File: config.mk
export PLATFORM = sky130hd
export DESIGN_NAME = regr_pipe
export DESIGN_NICKNAME = d
export VERILOG_FILES = /design/src/rtl/regr_pipe.sv
export SDC_FILE = /design/constraint.sdc
export NUM_CORES = 1
export LEC_CHECK = 0
export CAP_MARGIN = 20
export CORE_MARGIN = 2
export CORE_UTILIZATION = 51
export DETAILED_ROUTE_END_ITERATION = 12
export PLACE_DENSITY = 0.81
export SETUP_SLACK_MARGIN = 0.05
export SLEW_MARGIN = 20
export SYNTH_ARGS = -nofsm -noshare
export SYNTH_HDL_FRONTEND = slang
export SYNTH_SLANG_ARGS = --single-unit
File: constraint.sdc
create_clock -name clk -period 2.4 [get_ports clk]
set_input_delay 0.36 -clock clk [delete_from_list [all_inputs] [get_ports clk]]
set_output_delay 0.36 -clock clk [all_outputs]
set_load 0.01 [all_outputs]
File: src/rtl/regr_pipe.sv
// regr_pipe: elastic pipeline register, DEPTH stages of N-bit data.
// Valid/ready handshake with bubble collapsing, global hold (stall),
// synchronous clear (flush) and an optional one-entry input skid buffer
// that makes in_ready a register output.
// Ports:
//   clk, reset            clock, asynchronous active-high reset
//   clear                 synchronous flush of every entry
//   hold                  stall; no stage moves, out_valid forced low
//   in_valid/in_ready     upstream handshake, in_data payload
//   out_valid/out_ready   downstream handshake, out_data from stage DEPTH-1
//   count                 occupied entries (stages plus skid)
module regr_pipe #(
   parameter int unsigned N     = 32,
   parameter int unsigned DEPTH = 2,
   parameter int unsigned SKID  = 0
) (
   input  logic                        clk,
   input  logic                        reset,
   input  logic                        clear,
   input  logic                        hold,
   input  logic                        in_valid,
   output logic                        in_ready,
   input  logic [N-1:0]                in_data,
   output logic                        out_valid,
   input  logic                        out_ready,
   output logic [N-1:0]                out_data,
   output logic [$clog2(DEPTH+2)-1:0]  count
);

   localparam int unsigned CW = $clog2(DEPTH + 2);

   logic [DEPTH-1:0]         v_q;
   logic [DEPTH-1:0]         v_n;
   logic [DEPTH-1:0]         mv;
   logic [DEPTH-1:0]         ld;
   logic [DEPTH-1:0][N-1:0]  data_q;
   logic [DEPTH-1:0][N-1:0]  data_n;
   logic                     skid_v_q;
   logic                     skid_v_n;
   logic [N-1:0]             skid_data_q;
   logic [N-1:0]             skid_data_n;
   logic                     rdy_q;
   logic [CW-1:0]            count_q;
   logic [CW-1:0]            count_n;
   logic                     take;
   logic                     acc;
   logic                     src_v;
   logic [N-1:0]             src_data;

   // Handshake and move/load chain; ld ripples from the output stage back
   // to stage 0 so a bubble anywhere is filled in the same cycle.
   always_comb begin
      out_valid   = v_q[DEPTH-1] & ~hold;
      take        = out_valid & out_ready;
      mv          = '0;
      ld          = '0;
      mv[DEPTH-1] = take;
      ld[DEPTH-1] = ~hold & ~clear & (~v_q[DEPTH-1] | mv[DEPTH-1]);
      for (int k = int'(DEPTH) - 2; k >= 0; k--) begin
         mv[k] = v_q[k] & ld[k+1];
         ld[k] = ~hold & ~clear & (~v_q[k] | mv[k]);
      end
      in_ready = (SKID != 0) ? rdy_q : ld[0];
      acc      = in_valid & in_ready;
      // A full skid has priority into stage 0; it blocks new input anyway.
      src_v    = skid_v_q | acc;
      src_data = skid_v_q ? skid_data_q : in_data;
   end

   // Next-state for stages, skid and occupancy count.
   always_comb begin
      v_n         = v_q;
      data_n      = data_q;
      skid_v_n    = skid_v_q;
      skid_data_n = skid_data_q;
      count_n     = '0;
      if (clear) begin
         v_n         = '0;
         data_n      = '0;
         skid_v_n    = 1'b0;
         skid_data_n = '0;
      end else begin
         if (ld[0]) begin
            v_n[0] = src_v;
            if (src_v) data_n[0] = src_data;
         end
         for (int k = 1; k < int'(DEPTH); k++) begin
            if (ld[k]) begin
               v_n[k] = mv[k-1];
               if (mv[k-1]) data_n[k] = data_q[k-1];
            end
         end
         if (SKID != 0) begin
            if (skid_v_q) begin
               if (ld[0]) skid_v_n = 1'b0;
            end else if (acc & ~ld[0]) begin
               skid_v_n    = 1'b1;
               skid_data_n = in_data;
            end
         end else begin
            skid_v_n    = 1'b0;
            skid_data_n = '0;
         end
      end
      for (int k = 0; k < int'(DEPTH); k++) begin
         count_n = count_n + CW'(v_n[k]);
      end
      count_n = count_n + CW'(skid_v_n);
   end

   // State registers; rdy_q mirrors the next skid state so in_ready is a flop.
   always_ff @(posedge clk or posedge reset) begin
      if (reset) begin
         v_q         <= '0;
         data_q      <= '0;
         skid_v_q    <= 1'b0;
         skid_data_q <= '0;
         rdy_q       <= 1'b1;
         count_q     <= '0;
      end else begin
         v_q         <= v_n;
         data_q      <= data_n;
         skid_v_q    <= skid_v_n;
         skid_data_q <= skid_data_n;
         rdy_q       <= ~skid_v_n;
         count_q     <= count_n;
      end
   end

   assign out_data = data_q[DEPTH-1];
   assign count    = count_q;

endmodule

==> reports/metrics.cfg, run 1 <==
[finish]
final_common_cell = clkdlybuf4s50_1
area_delta_synth_final_pct = 21.7
drive_gt1_share_pct = 16.6
nFillCells = 508
final_util_pct = 64.2
num_antenna_cells = 0
layout_common_cells = 73 x clkdlybuf4s50_1, 68 x dfrtp_1, 35 x inv_1
nNetsFinal = 377
final_area_um2 = 4080

[route]
wire_per_inst_um = 16.3
via_per_inst = 5.38
ant_nets = 0
drc = 0
drt_first_pass_iters = 4
num_vias = 2259
routed_wl_mm = 6.83
first_iter_violations = 127

[floorplan]
row_count = 29
start_util_pct = 52.7
top_level_ports = 74
fp.dieH_um = 85.0
die_area_um2 = 7230
core_um2 = 6350
die_x_um = 85.0

[min_path]
hp-class = in -> async

[timing]
skew_ns = 0.00501
worst_pin_slew_ns = 0.946
maxSlewHeadroom_pct = 36.8
fmax_ghz = 0.470
rsz0062_at_grt = no
final_hold_viol_count = 0
maxSlewViolCount = 0
whs_ns = 0.351
fin_tns_setup_ns = 0
finalCritPeriodShare_pct = 88.6
min_period_ns = 2.13
setup_viol = 0

[place]
dp_hpwl_mm = 4.48
globalplace.congestion = 0.734
place_area_um2 = 3890
port-buffer-count = 73

[clock_network]
clockBufferDepth = 2
post_cts_buffers = 0
hold_buffers = 0
cts_buffers = 9
postCtsResizedCells = 0
htreeDepth = 3
clk_pin_slew_worst_paths_ns = 0.07
clock_tree.root_cell = clkbuf_8
cts.sinks = 68
clkLatencyLatePin_ns = 0.34
cts_tree = done

[grt]
grt_pass1_wl_mm = 11.3
globalRouteTotalUtil_pct = 20.1
grt_max_degree = 34
antenna_found_initial = 0
overflow = 0
grt_pass1_vias = 2311

[power]
p_leak_uw = 0.00184
pwr_density_cell_nw_per_um2 = 571
vdd_drop_max_mv = 0.301

[critical_path]
critPathKind = in -> out
startpoint_type = input port
worstPathArrival_ns = 1.77
worst-path-max-fanout = 3
end_kind = output pin
required_ns = 2.04

[synthesis]
synth_top_area_share_pct = 50.8
syn_avg_cell_area_um2 = 11.1
yosys.cell_types.count = 25
seq_area_frac_synth_pct = 50.8
synth_top_cell_by_area = dfrtp_1
syn_nets = 340
synthTopCellsByArea = dfrtp_1 51%, mux2_4 13%, o311ai_0 8.4%, buf_4 7.4%, o21ai_0 4.2%
netlist_area_um2 = 3350
yosys_warnings = 0
ys_ff_latch = 68
syn_inst = 301

[outcome]
status = completed

[run]
maxCapViolCount = 0

[stage by stage]
step / setup WS, ns / power [uW] / instances
final: 0.273 / 2330 / 420
after global placement: 0.289 / 1470 / 404
after detailed placement: 0.271 / 1480 / 404
after global routing: 0.226 / 2410 / 420
after CTS: 0.263 / 2350 / 420
after floorplan: 0.328 / 1370 / 301
[report_power, final]
part / total [uW] / switching [uW] / leakage (uW) / internal (uW)
sequential: 1200 / 12.7 / 0.000933 / 1180
clock: 869 / 408 / 0.0000937 / 460
combinational: 261 / 125 / 0.000816 / 136
total: 2330 / 546 / 0.00184 / 1780
[synth_stat cells (all sizes together)]
cell type    count
inv             36
nor2b            2
dlygate4sd1      1
dfrtp           68
and2             1
ha               1
nand2b           2
a21oi            2
clkbuf          12
nand3            1
mux2            31
o311ai          32
nor2            32
mux2i            1
o21ai           34
nand3b           2
nand2            1
buf             42
[per-layer routing]
layer	vias to the layer above	wire, um	global-route usage (%)
met1	1131	3130	27.0
met2	58	3340	32.0
met5	-	0	0
met4	0	104	8.23
met3	7	260	4.47
li1	1063	-	-
[registers in the layout, indices dropped and copies added, names as in the netlist]
signal	flops
count	2
v_q	2
out_data	32
data_q	32
[worst max-delay path: stages]
cell             delay, ns
clkdlybuf4s50_1       0.54
nand3b_1              0.19
and2_2                0.16
clkdlybuf4s50_1       0.52
[cells by family after synthesis]
family / share of synthesized area (%)
buffers and inverters: 15.0
DFF: 50.8
and+or+nand+nor: 6.09
muxes: 14.0
AOI/OAI and AO/OA: 13.7
adders and majority gates: 0.373
[cell type report]
type | instances | area (um2) | share of cell area, %
Timing Repair Buffer | 81 | 816 | 20.0
Inverter | 36 | 135 | 3.32
Clock buffer | 15 | 176 | 4.33
Clock inverter | 1 | 5.00 | 0.123
Multi-Input combinational cell | 142 | 1140 | 28.1
Tap cell | 77 | 96.3 | 2.36
Sequential cell | 68 | 1700 | 41.8
[final timing paths]
check	start	endpoint	slack, ns	depth (start not counted)
max	out_ready	in_ready	0.27	4
min	reset	out_data[31]$_DFFE_PP0P_	0.35	2
max reg2reg	v_q[0]$_DFF_PP0_	out_data[21]$_DFFE_PP0P_	0.70	3
min reg2reg	data_q[7]$_DFFE_PP0P_	out_data[7]$_DFFE_PP0P_	0.53	2
max in group asynchronous	reset	data_q[25]$_DFFE_PP0P_	1.36	3
min in group clk	data_q[7]$_DFFE_PP0P_	out_data[7]$_DFFE_PP0P_	0.53	2
(Power assumes the default switching activity.)
==> run 2: changes to the inputs <==
--- a/config.mk
+++ b/config.mk
@@ -8,6 +8,7 @@
 export CAP_MARGIN = 20
 export CORE_MARGIN = 2
 export CORE_UTILIZATION = 51
+export CTS_CLUSTER_DIAMETER = 40
 export DETAILED_ROUTE_END_ITERATION = 12
 export PLACE_DENSITY = 0.81
 export SETUP_SLACK_MARGIN = 0.05
==> results of run 2 <==
The final DEF is identical to that of run 1; final timing and power are the same.
